**src/rtl/dmem_bridge_pkg.sv**
```systemverilog
`default_nettype none
// ============================================================================
// Module   : dmem_bridge_pkg
// Brief    : Shared FSM state encoding and constants for the data-memory bridge.
// Revision : 1.0 - initial release
// ============================================================================
package dmem_bridge_pkg;

  localparam int c_strb_w = 4;

  typedef enum logic [1:0] {
    IDLE = 2'd0,
    REQ  = 2'd1,
    WAIT = 2'd2
  } state_t;

endpackage
`default_nettype wire

```
**src/rtl/dmem_bridge_if.sv**
```systemverilog
`default_nettype none
// ============================================================================
// Module   : dmem_bridge_if
// Brief    : Valid/ready request channel and response channel to data memory.
// Revision : 1.0 - initial release
// ============================================================================
interface dmem_bridge_if #(
  parameter int XLEN = 32
) ();
  logic            bus_req_valid;
  logic            bus_req_ready;
  logic [XLEN-1:0] bus_req_addr;
  logic            bus_req_wen;
  logic [3:0]      bus_req_wstrb;
  logic [XLEN-1:0] bus_req_wdata;
  logic            bus_rsp_valid;
  logic [XLEN-1:0] bus_rsp_rdata;

  modport master (
    output bus_req_valid, bus_req_addr, bus_req_wen, bus_req_wstrb, bus_req_wdata,
    input  bus_req_ready, bus_rsp_valid, bus_rsp_rdata
  );

  modport slave (
    input  bus_req_valid, bus_req_addr, bus_req_wen, bus_req_wstrb, bus_req_wdata,
    output bus_req_ready, bus_rsp_valid, bus_rsp_rdata
  );
endinterface
`default_nettype wire

```
**src/rtl/dmem_timeout_cnt.sv**
```systemverilog
`default_nettype none
// ============================================================================
// Module   : dmem_timeout_cnt
// Brief    : WAIT-cycle counter with terminal-count flag at TIMEOUT_CYCLES-1.
// Revision : 1.0 - initial release
// ============================================================================
module dmem_timeout_cnt #(
  parameter int TIMEOUT_CYCLES = 64
) (
  input  logic clk,
  input  logic rst_b,
  input  logic clear,
  input  logic enable,
  output logic terminal
);
  localparam int c_cnt_w = $clog2(TIMEOUT_CYCLES) + 1;

  logic [c_cnt_w-1:0] r_count;

  always_ff @(posedge clk) begin
    if (!rst_b) begin
      r_count <= '0;
    end else if (clear) begin
      r_count <= '0;
    end else if (enable) begin
      r_count <= r_count + c_cnt_w'(1);
    end
  end

  assign terminal = (r_count == c_cnt_w'(TIMEOUT_CYCLES - 1));
endmodule
`default_nettype wire

```
**src/rtl/dmem_bridge.sv**
```systemverilog
`default_nettype none
// ============================================================================
// Module   : dmem_bridge
// Brief    : Bridges the core's combinational data request onto a valid/ready
//            memory bus, stalling the pipeline until the response completes.
//            Optional WAIT timeout enabled by DMEM_BRIDGE_TIMEOUT_EN.
// Revision : 1.0 - initial release
// ============================================================================
module dmem_bridge
  import dmem_bridge_pkg::*;
#(
  parameter int XLEN           = 32,
  parameter int TIMEOUT_CYCLES = 64
) (
  input  logic                clk,
  input  logic                rst_b,
  input  logic                data_valid,
  input  logic                data_wen,
  input  logic [c_strb_w-1:0] data_wstrb,
  input  logic [XLEN-1:0]     data_wdata,
  input  logic [XLEN-1:0]     data_addr,
  output logic [XLEN-1:0]     data_rdata,
  output logic                data_stall,
  output logic                data_err,
  dmem_bridge_if.master       bus
);

  state_t r_state;
  state_t w_next;
  logic   w_req_valid;
  logic   w_complete;
  logic   w_timeout;
  logic   w_out_valid;
  logic   w_unused_addr;

  always_ff @(posedge clk) begin
    if (!rst_b) begin
      r_state <= IDLE;
    end else begin
      r_state <= w_next;
    end
  end

  // Responses outside WAIT fall through untouched: no state change.
  always_comb begin
    w_next      = r_state;
    w_req_valid = 1'b0;
    w_complete  = 1'b0;
    case (r_state)
      IDLE: begin
        w_req_valid = data_valid;
        if (data_valid) begin
          w_next = bus.bus_req_ready ? WAIT : REQ;
        end
      end
      REQ: begin
        w_req_valid = 1'b1;
        if (bus.bus_req_ready) begin
          w_next = WAIT;
        end
      end
      WAIT: begin
        if (bus.bus_rsp_valid || w_timeout) begin
          w_complete = 1'b1;
          w_next     = IDLE;
        end
      end
      default: w_next = IDLE;
    endcase
  end

  // Outputs held at their reset values while rst_b is asserted.
  assign w_out_valid       = rst_b & w_req_valid;
  assign bus.bus_req_valid = w_out_valid;
  assign bus.bus_req_addr  = w_out_valid ? {data_addr[XLEN-1:2], 2'b00} : '0;
  assign bus.bus_req_wen   = w_out_valid & data_wen;
  assign bus.bus_req_wstrb = (w_out_valid & data_wen) ? data_wstrb : '0;
  assign bus.bus_req_wdata = w_out_valid ? data_wdata : '0;

  assign data_stall = rst_b & data_valid & ~w_complete;
  assign data_rdata = (rst_b & w_complete & bus.bus_rsp_valid) ? bus.bus_rsp_rdata : '0;
  assign w_unused_addr = ^data_addr[1:0];

`ifdef DMEM_BRIDGE_TIMEOUT_EN
  logic w_cnt_clear;
  logic w_cnt_en;
  logic w_terminal;

  assign w_cnt_clear = (r_state != WAIT) && (w_next == WAIT);
  assign w_cnt_en    = (r_state == WAIT);

  if (1) begin : g_timeout
    dmem_timeout_cnt #(
      .TIMEOUT_CYCLES (TIMEOUT_CYCLES)
    ) u_timeout_cnt (
      .clk      (clk),
      .rst_b    (rst_b),
      .clear    (w_cnt_clear),
      .enable   (w_cnt_en),
      .terminal (w_terminal)
    );
  end

  // A response arriving with the terminal count wins over the timeout.
  assign w_timeout = (r_state == WAIT) & w_terminal;
  assign data_err  = rst_b & w_complete & ~bus.bus_rsp_valid;
`else
  logic w_unused_timeout_cfg;

  assign w_timeout            = 1'b0;
  assign data_err             = 1'b0;
  assign w_unused_timeout_cfg = (TIMEOUT_CYCLES == 0);
`endif

`ifndef SYNTHESIS
  a_no_stray_rsp: assert property (@(posedge clk) disable iff (!rst_b)
    bus.bus_rsp_valid |-> (r_state == WAIT))
    else $warning("dmem_bridge: stray bus response ignored");
`endif

endmodule
`default_nettype wire

```
**src/flat_wrapper.sv**
```systemverilog
// flat-port wrapper written by rule: the top's interface ports become plain ports
module dmem_bridge_flat import dmem_bridge_pkg::*;
#(
  parameter int XLEN           = 32,
  parameter int TIMEOUT_CYCLES = 64
)
  (clk, rst_b, data_valid, data_wen, data_wstrb, data_wdata, data_addr, data_rdata, data_stall, data_err, bus_bus_req_valid, bus_bus_req_addr, bus_bus_req_wen, bus_bus_req_wstrb, bus_bus_req_wdata, bus_bus_req_ready, bus_bus_rsp_valid, bus_bus_rsp_rdata);
  dmem_bridge_if #(.XLEN(XLEN)) bus_i ();
  input  logic clk;
  input  logic rst_b;
  input  logic data_valid;
  input  logic data_wen;
  input  logic [c_strb_w-1:0] data_wstrb;
  input  logic [XLEN-1:0] data_wdata;
  input  logic [XLEN-1:0] data_addr;
  output logic [XLEN-1:0] data_rdata;
  output logic data_stall;
  output logic data_err;
  output wire logic [$bits(bus_i.bus_req_valid)-1:0] bus_bus_req_valid;
  output wire logic [$bits(bus_i.bus_req_addr)-1:0] bus_bus_req_addr;
  output wire logic [$bits(bus_i.bus_req_wen)-1:0] bus_bus_req_wen;
  output wire logic [$bits(bus_i.bus_req_wstrb)-1:0] bus_bus_req_wstrb;
  output wire logic [$bits(bus_i.bus_req_wdata)-1:0] bus_bus_req_wdata;
  input wire logic [$bits(bus_i.bus_req_ready)-1:0] bus_bus_req_ready;
  input wire logic [$bits(bus_i.bus_rsp_valid)-1:0] bus_bus_rsp_valid;
  input wire logic [$bits(bus_i.bus_rsp_rdata)-1:0] bus_bus_rsp_rdata;
  assign bus_bus_req_valid = bus_i.bus_req_valid;
  assign bus_bus_req_addr = bus_i.bus_req_addr;
  assign bus_bus_req_wen = bus_i.bus_req_wen;
  assign bus_bus_req_wstrb = bus_i.bus_req_wstrb;
  assign bus_bus_req_wdata = bus_i.bus_req_wdata;
  assign bus_i.bus_req_ready = bus_bus_req_ready;
  assign bus_i.bus_rsp_valid = bus_bus_rsp_valid;
  assign bus_i.bus_rsp_rdata = bus_bus_rsp_rdata;
  dmem_bridge #(.XLEN(XLEN), .TIMEOUT_CYCLES(TIMEOUT_CYCLES)) u_core (.clk(clk), .rst_b(rst_b), .data_valid(data_valid), .data_wen(data_wen), .data_wstrb(data_wstrb), .data_wdata(data_wdata), .data_addr(data_addr), .data_rdata(data_rdata), .data_stall(data_stall), .data_err(data_err), .bus(bus_i));
endmodule
```
**config.mk**
```make
export PLATFORM = sky130hd
export DESIGN_NAME = dmem_bridge_flat
export DESIGN_NICKNAME = d
export VERILOG_FILES = /design/src/rtl/dmem_bridge_pkg.sv /design/src/rtl/dmem_bridge_if.sv /design/src/rtl/dmem_timeout_cnt.sv /design/src/rtl/dmem_bridge.sv /design/src/flat_wrapper.sv
export SDC_FILE = /design/constraint.sdc
export NUM_CORES = 1
export LEC_CHECK = 0
export BUFFER_PORTS_ARGS = -buffer_cell sky130_fd_sc_hd__buf_2
export CORE_AREA = 3 3 80 82
export CTS_BUF_LIST = sky130_fd_sc_hd__clkbuf_2 sky130_fd_sc_hd__clkbuf_4 sky130_fd_sc_hd__clkbuf_8
export DETAILED_ROUTE_END_ITERATION = 7
export DIE_AREA = 0 0 83 85
export HOLD_SLACK_MARGIN = 0.05
export PLACE_DENSITY_LB_ADDON = 0.3
export SYNTH_ARGS = -nofsm -noshare
export SYNTH_HDL_FRONTEND = slang
export SYNTH_SLANG_ARGS = --single-unit
```
**constraint.sdc**
```tcl
create_clock -name clk -period 1.8 [get_ports clk]
set_clock_uncertainty 0.05 [all_clocks]
set_input_delay 0 -clock clk [delete_from_list [all_inputs] [get_ports clk]]
set_output_delay 0 -clock clk [all_outputs]
set_load 0.05 [all_outputs]
```
* After elaboration in Yosys (flattened, before gate mapping) *
Cells that the tools add are included.

cells by class
  equal/unequal tests = 5
  mux-type cells = 12
  bitwise operators = 7
  reduce and logical (&&, ||, !) cells = 2

operators by type and width
  operator            number
  $mux 32             3
  $mux 2              4
  $and 1x1->1         6
  $ne 2x2->1 const B  3
  $pmux 2 s3          1
  $mux 4              1
  $reduce_and 3->1    1
  $eq 2x1->1 const B  1
  $eq 2x2->1 const B  1
  $logic_not 2->1     1
  $mux 1              2
  $pmux 1 s2          1
  $not 1->1           1

storage, ports and cells
  register bits = 2
  input bits = 106
  output and inout port bits = 104
  word-level logic and storage cells = 27

* Depth between registers and ports, before layout *
Gate-level depths: netlist of run 1.

  word-level depth = 5
  depth in mapped cells = 5
  gate-level depth less buffers = 3

* Worst setup path before layout of run 1 *
Ideal clock, no wire load.

  path kind = reg2out
  start point = reg u_core.r_state[0]
  end point = out bus_bus_req_addr[12]
  data arrival time = 1.426 ns
  data required time = 1.750 ns
  path slack = 0.324 ns
  stages on the path, launching flop included = 5
  path buffers = 1
  path through = dfxtp_1 > nor2_1 > nor3b_4 > buf_2 > and2_1

between the ends
  cells in the longest elaborated chain, start to end = 4
  elaborated cells on any way between the ends = 5
  those cells by class = 1 x eq/ne; 2 x mux; 1 x bitwise; 1 x reduce/logical

ends and longest elaborated chain
  item                                           RTL line            source
  start: declaration                             dmem_bridge.sv:28   state_t r_state;
  start signal: assignment                       dmem_bridge.sv:40   r_state <= w_next;
  $eq 2x1->1 or $logic_not 2->1 (tied branches)  dmem_bridge.sv:49   case (r_state)
  $pmux 1 s2 *                                   dmem_bridge.sv:49
  $and 1x1->1 *                                  dmem_bridge.sv:73   assign w_out_valid = rst_b & w_req_valid;
  named net bus_bus_req_valid                    flat_wrapper.sv:19  output wire logic [$bits(bus_i.bus_req_valid)-1:0] bus_bus_req_valid;
  $mux 32 *                                      dmem_bridge.sv:75   assign bus.bus_req_addr = w_out_valid ? {data_addr[XLEN-1:2], 2'b00} : '0;
  end: declaration                               flat_wrapper.sv:20  output wire logic [$bits(bus_i.bus_req_addr)-1:0] bus_bus_req_addr;

Mark *: on every way through the listed nets, which the timed path passes. The rest lies on a longest branch.

* Worst setup path in the final report of run 1 *
  start point = in rst_b
  end point = out bus_bus_req_wdata[7]

between the ends
  cells in the longest elaborated chain, start to end = 2

ends and longest elaborated chain
  item                RTL line            source
  start: declaration  flat_wrapper.sv:10  input logic rst_b;
  $and 1x1->1         dmem_bridge.sv:73
  $mux 32             dmem_bridge.sv:78   assign bus.bus_req_wdata = w_out_valid ? data_wdata : '0;
  end: declaration    flat_wrapper.sv:23  output wire logic [$bits(bus_i.bus_req_wdata)-1:0] bus_bus_req_wdata;

No other way between the ends.

==> run_results.csv, run 1 <==
group,metric,value,unit
power,cellLeakagePower,1.34,nW
worst_setup_path,worstPathRequired,1.75,ns
cells_and_area,layout-drive-gt1-share,64.6,%
power,switching_share,54.3,%
timing,slew_viol_final,0,
worst_setup_path,r2r_cells,4,
min_path,worstHoldStart,"bus_bus_rsp_valid",
min_path,min_path_type,"primary input to flop",
cells_and_area,syn_to_final_growth,141,%
route,ant_nets,0,
clock_tree,cts_tree,"yes",
synth,syn_inst,125,
clock_tree,cts_sinks,2,
timing,rsz0062_at_grt,"false",
worst_setup_path,slowest_stage,"dlygate4sd3_1",
placed_design,place.gp.congestion,0.786,
synth,synth_seq_cells,2,
cells_and_area,reg.largest.list,"u_core.r_state (2)",
grt,grt_use_met3,5.53,%
clock_tree,cts_setup_buffers,0,
timing,holdWs,0.109,ns
cells_and_area,largest_register,"u_core.r_state",
clock_tree,worstSkewPairLatency,0.21,ns
worst_setup_path,cpMostUsedCell,"buf_2",
min_path,min_path_cells,3,
synth,async_flop_share,0,%
worst_setup_path,path_buf_inv,4,
route,routed_via_density,3.71,
route,route.detailed.drc,0,
clock_tree,path_clk_slew,0.03,ns
cells_and_area,nNetsFinal,433,
placed_design,port_buffers,204,
floorplanning,rows,28,
grt,grt_pass1_vias,1335,
worst_setup_path,worstSetupEndpointType,"primary output",
cells_and_area,diodes,0,
worst_setup_path,r2r-start,"u_core.r_state[0]$_SDFFE_PN0P_",
grt,grt_pass1_wl,5940,um
worst_setup_path,cp_slowest_stage_delay,0.53,ns
clock_tree,cts_resized,0,
synth,synth_edf_count,0,
power,ir_worst_vdd,0.202,mV
synth,yosysUniqueCellTypes,16,
grt,grt_use_total,10.1,%
worst_setup_path,path_max_fanout,69,
clock_tree,root_buffer,"clkbuf_8",
synth,synth.top_cells.by_count,"95 x and2_1, 5 x and3_1, 5 x buf_4, 4 x clkbuf_1, 3 x clkbuf_2",
grt,grt_overflow,0,
route,drt_iter0_markers,22,
clock_tree,htree_num_levels,1,
grt,grt_max_degree,70,
route,wl_per_cell,9.98,um
timing,fmax,0.608,GHz
power,power_density,423,nW/um2
grt,grt.busiest_layer,"met2",
clock_tree,clk_path_buf_depth,2,
cells_and_area,largest_register_ffs,2,
synth,synth_area,808,um2
synth,synth_top_area_cell,"and2_1",
route,drt-pass1-iter-count,2,
synth,synth.area.top_cells,"and2_1 74%, dfxtp_1 5.0%, buf_4 4.6%",
synth,yosys_warnings,0,
power,pwr-share-comb,73.0,%
worst_setup_path,critical_path.cell_chain,"dlygate4sd3_1, buf_2, nor3b_4, buf_12, and2_1, buf_2",
synth,synth.most_common_cell,"and2_1",
min_path,min_to,"u_core.r_state[1]$_SDFFE_PN0P_",
timing,final_hold_viol_count,0,
floorplanning,core,5820,um2
grt,antenna_found_initial,0,
floorplanning,die_area,7060,um2
timing,period_share,91.3,%
worst_setup_path,path_depth,6,
synth,syn_area_per_cell,6.47,um2
worst_setup_path,cpLargestDelayFamily,"buffers and inverters",
outcome,status,"completed",
synth,yosysTopAreaCellShare,73.5,%
clock_tree,cts_buffers,3,
route,vias,1483,
worst_setup_path,cp.arrival,1.59,ns
floorplanning,die_width,83,um
synth,ys.flop_type,"dfxtp_1",
timing,min_period,1.64,ns
grt,grt_use_met1,9.57,%
cells_and_area,num-fill-cells,617,
power,power_frac_seq,6.0,%
timing,finalSetupViolCount,0,
worst_setup_path,reg2reg_to,"u_core.r_state[0]$_SDFFE_PN0P_",
synth,ys_seq_area_share,4.95,%
job,maxCapViolCount,0,
power,intPower,0.376,mW
power,p_switching,0.447,mW
floorplanning,die_y,85,um
worst_setup_path,crit_type,"primary input to primary output",
floorplanning,start_util,13.9,%
floorplanning,io_pins,210,
grt,met2_usage,19.5,%
worst_setup_path,start_kind,"primary input",
timing,setup_tns,0,ns
route,wirelength,3990,um
clock_tree,cts_hold_buf,2,
power,p_clk_share,21.0,%
worst_setup_path,r2r_slack,0.68,ns
worst max path at each step:
stage,start,to,slack [ns]
global placement,u_core.r_state[1]$_SDFFE_PN0P_,data_rdata[18],0.41
finish,rst_b,bus_bus_req_wdata[7],0.16
CTS,rst_b,bus_bus_req_wdata[7],0.14
detailed placement,u_core.r_state[1]$_SDFFE_PN0P_,data_rdata[18],0.39
global route,rst_b,bus_bus_req_wdata[7],0.04
floorplan,u_core.r_state[0]$_SDFFE_PN0P_,bus_bus_req_addr[12],0.32
stage by stage:
stage,power [mW],util [%],area [um2],setup slack (ns),instances
finish,0.823,33.5,1950,0.156,400
global route,0.872,33.5,1950,0.0387,400
CTS,0.836,33.5,1950,0.137,400
detailed placement,0.652,32.4,1890,0.392,395
global placement,0.649,32.4,1890,0.412,395
floorplan,0.465,-,816,0.324,127
kinds of logic after synthesis:
family,after synthesis,synth area share [%]
DFF,2,4.95
buffers and inverters,13,8.98
AOI/OAI and AO/OA,2,1.55
other,1,0.464
and+or+nand+nor,107,84.1
power by group through the flow:
stage	registers (mW)	logic, mW	clock network, mW
global route	0.0499	0.639	0.183
floorplan	0.0496	0.415	0
detailed placement	0.0500	0.602	0
global placement	0.0499	0.599	0
finish	0.0494	0.601	0.173
CTS	0.0495	0.607	0.180
metal layers:
| layer | share of wire, % | vias to the layer above |
|---|---|---|
| met5 | 0 | - |
| met4 | 0 | 0 |
| li1 | - | 767 |
| met1 | 33 | 598 |
| met3 | 16 | 0 |
| met2 | 52 | 118 |
worst reg2reg max path: stages (launching register included):
cell and delay [ns]:
dfxtp_1 0.31, nor2_1 0.07, nor3b_4 0.21, buf_12 0.23, nor2b_1 0.19
cell type report:
type                            instances  area, um2  share of cell area (%)
Timing Repair Buffer                  208       1070                    54.9
Multi-Input combinational cell        112        703                    36.1
Tap cell                               75       93.8                    4.82
Clock buffer                            3       41.3                    2.12
Sequential cell                         2       40.0                    2.06
cell usage in the layout, fill, tap and decap left out:
cell type,n
nor2_1,1
buf_12,1
buf_4,1
dlygate4sd3_1,2
clkbuf_8,3
nor2b_1,2
a21oi_1,1
and2_1,95
and2b_1,1
and3_1,5
dfxtp_1,2
conb_1,3
nor3b_4,1
nor3b_1,1
buf_2,204
o21a_1,1
nand2_1,1
No activity file was read; power rests on OpenSTA's default activity.
==> inputs of run 2 (changes only) <==
--- a/config.mk
+++ b/config.mk
@@ -14,4 +14,5 @@
 export PLACE_DENSITY_LB_ADDON = 0.3
 export SYNTH_ARGS = -nofsm -noshare
 export SYNTH_HDL_FRONTEND = slang
+export SYNTH_HIERARCHICAL = 1
 export SYNTH_SLANG_ARGS = --single-unit
==> run 2 against run 1 <==
- first-iteration DRC count shrank 41%
- cell area up 0.71%
- die area unchanged
- critical path depth did not move
- core utilization up 0.24 points
- fmax up 1.6%
- clock power is essentially flat
- combinational power barely moved
- critical endpoint is now bus_bus_req_wstrb[1]
- highest routed layer is now met4
==> run_results.csv, run 2 <==
group,metric,value,unit
outcome,status,"completed",
floorplanning,die_y,85,um
grt,grt_use_total,9.63,%
route,vias,1450,
floorplanning,die_area,7060,um2
route,wirelength,3740,um
timing,fmax,0.618,GHz
min_path,min_to,"u_core/r_state[1]$_SDFFE_PN0P_",
cells_and_area,diodes,0,
clock_tree,clk_path_buf_depth,2,
worst_setup_path,slowest_stage,"dlygate4sd3_1",
power,cellLeakagePower,1.34,nW
floorplanning,start_util,13.9,%
placed_design,dpl.hpwl,3330,um
worst_setup_path,worstPathRequired,1.75,ns
timing,holdWs,0.0989,ns
synth,syn_inst,125,
clock_tree,htree_num_levels,1,
clock_tree,cts_sinks,2,
worst_setup_path,r2r-start,"u_core/r_state[0]$_SDFFE_PN0P_",
timing,final_hold_viol_count,0,
synth,synth.most_common_cell,"and2_1",
synth,synth_seq_cells,2,
floorplanning,core,5820,um2
route,routed_via_density,3.63,
synth,yosys_warnings,6,
power,p_clk_share,21.3,%
power,ir_worst_vdd,0.164,mV
cells_and_area,syn_to_final_growth,143,%
grt,antenna_found_initial,0,
timing,min_period,1.62,ns
clock_tree,cts_setup_buffers,0,
clock_tree,path_clk_slew,0.03,ns
worst_setup_path,cpMostUsedCell,"buf_2",
timing,rsz0062_at_grt,"false",
clock_tree,root_buffer,"clkbuf_8",
clock_tree,cts_buffers,3,
route,drt-pass1-iter-count,3,
synth,synth_area,808,um2
synth,synth.area.top_cells,"and2_1 74%, dfxtp_1 5.0%, buf_4 4.6%",
placed_design,place.gp.congestion,0.764,
route,ant_nets,0,
grt,grt_overflow,0,
synth,ys_seq_area_share,4.95,%
job,maxCapViolCount,0,
worst_setup_path,r2r_slack,0.71,ns
clock_tree,cts_tree,"yes",
power,power_density,419,nW/um2
timing,period_share,89.9,%
cells_and_area,final_core_util,33.7,%
worst_setup_path,crit_type,"primary input to primary output",
timing,finalSetupViolCount,0,
power,report.power.total,0.822,mW
synth,synth_top_area_cell,"and2_1",
worst_setup_path,cp_slowest_stage_delay,0.53,ns
cells_and_area,largest_register_ffs,2,
route,drt_iter0_markers,13,
worst_setup_path,critical_path.cell_chain,"dlygate4sd3_1, buf_2, nor3b_4, buf_12, and3_1, buf_2",
grt,grt_pass1_vias,1311,
cells_and_area,layout_commonest_cell,"buf_2",
min_path,min_path_cells,3,
synth,yosysUniqueCellTypes,16,
cells_and_area,layout-drive-gt1-share,64.9,%
worst_setup_path,worstSetupEndpointType,"primary output",
clock_tree,worstSkewPairLatency,0.21,ns
floorplanning,rows,28,
cells_and_area,reg.largest.list,"u_core/r_state (2)",
floorplanning,io_pins,210,
cells_and_area,layout_common_cells,"204 x buf_2, 95 x and2_1, 4 x and3_1, 3 x clkbuf_8, 3 x conb_1",
synth,syn_area_per_cell,6.47,um2
power,pwr-share-comb,72.7,%
power,intPower,0.377,mW
cells_and_area,largest_register,"u_core/r_state",
synth,ys.flop_type,"dfxtp_1",
grt,grt_max_degree,70,
synth,synth.top_cells.by_count,"95 x and2_1, 5 x and3_1, 5 x buf_4, 4 x clkbuf_1, 3 x clkbuf_2",
min_path,worstHoldStart,"bus_bus_rsp_valid",
route,wl_per_cell,9.35,um
grt,grt_pass1_wl,5870,um
worst_setup_path,start_kind,"primary input",
worst_setup_path,reg2reg_to,"u_core/r_state[0]$_SDFFE_PN0P_",
power,power_frac_seq,6.0,%
min_path,min_path_type,"primary input to flop",
synth,synth_edf_count,0,
route,route.detailed.drc,0,
timing,setup_tns,0,ns
worst_setup_path,r2r_cells,4,
worst_setup_path,cp.arrival,1.57,ns
cells_and_area,nNetsFinal,433,
synth,async_flop_share,0,%
power,switching_share,54.1,%
timing,slew_viol_final,0,
power,p_switching,0.445,mW
floorplanning,die_width,83,um
placed_design,port_buffers,204,
worst_setup_path,path_max_fanout,69,
synth,yosysTopAreaCellShare,73.5,%
run 2: cell counts after synthesis:
Identical to the previous run, type by type.
run 2: worst max-delay path: cells and delay by family:
kind          cells  cell delay [ns]
simple gates      2             0.40
buf+inv           4             1.15
run 2: metrics by stage:
stage,setup slack (ns),cell area (um2),cells
finish,0.182,1960,400
global route,0.0455,1960,400
CTS,0.0979,1960,400
detailed placement,0.320,1900,395
global placement,0.351,1900,395
floorplan,0.324,816,127
run 2: area by class of cell:
| cell class | instances | area, um2 |
|---|---|---|
| Fill cell | 660 | 3850 |
| Timing Repair Buffer | 208 | 1080 |
| Multi-Input combinational cell | 112 | 704 |
| Tap cell | 75 | 93.8 |
| Clock buffer | 3 | 41.3 |
| Sequential cell | 2 | 40.0 |
run 2: worst max-delay path by stage:
stage | startpoint | endpoint | slack [ns] | cells past startpoint
final | rst_b | bus_bus_req_wstrb[1] | 0.18 | 6
after CTS | u_core/r_state[1]$_SDFFE_PN0P_ | data_rdata[9] | 0.1 | 5
after global placement | u_core/r_state[1]$_SDFFE_PN0P_ | data_rdata[10] | 0.35 | 5
after global routing | u_core/r_state[1]$_SDFFE_PN0P_ | data_rdata[17] | 0.05 | 5
after detailed placement | u_core/r_state[1]$_SDFFE_PN0P_ | data_rdata[6] | 0.32 | 5
after floorplan | u_core/r_state[0]$_SDFFE_PN0P_ | bus_bus_req_wdata[22] | 0.32 | 4
run 2: power groups by stage:
stage / logic (mW) / clock network [mW] / registers [mW]
global route: 0.638 / 0.193 / 0.0496
detailed placement: 0.599 / 0 / 0.0499
global placement: 0.595 / 0 / 0.0499
finish: 0.598 / 0.175 / 0.0494
CTS: 0.604 / 0.181 / 0.0494
floorplan: 0.415 / 0 / 0.0496
run 2: timing repair:
action,4_1_cts,5_1_grt
hold buffers,2,0
endpoints found under the hold margin,2,0
setup endpoints to repair,0,26
gates resized for setup,0,1
run 2: cells by family (layout without fill, tap and decap cells):
group,Yosys count,after routing,synth area share (%)
AO/OA/AOI/OAI,2,2,1.55
buffers and inverters,13,211,8.98
flip-flops,2,2,4.95
other,1,3,0.464
AND/OR/NAND/NOR,107,107,84.1
run 2: routing by layer:
layer | global-route usage (%) | vias to the layer above | share of wire (%)
met3 | 3.98 | 2 | 14
met5 | 0 | - | 0
met4 | 1.78 | 0 | 0.45
met1 | 9.97 | 574 | 34
met2 | 18.3 | 107 | 52
li1 | - | 767 | -
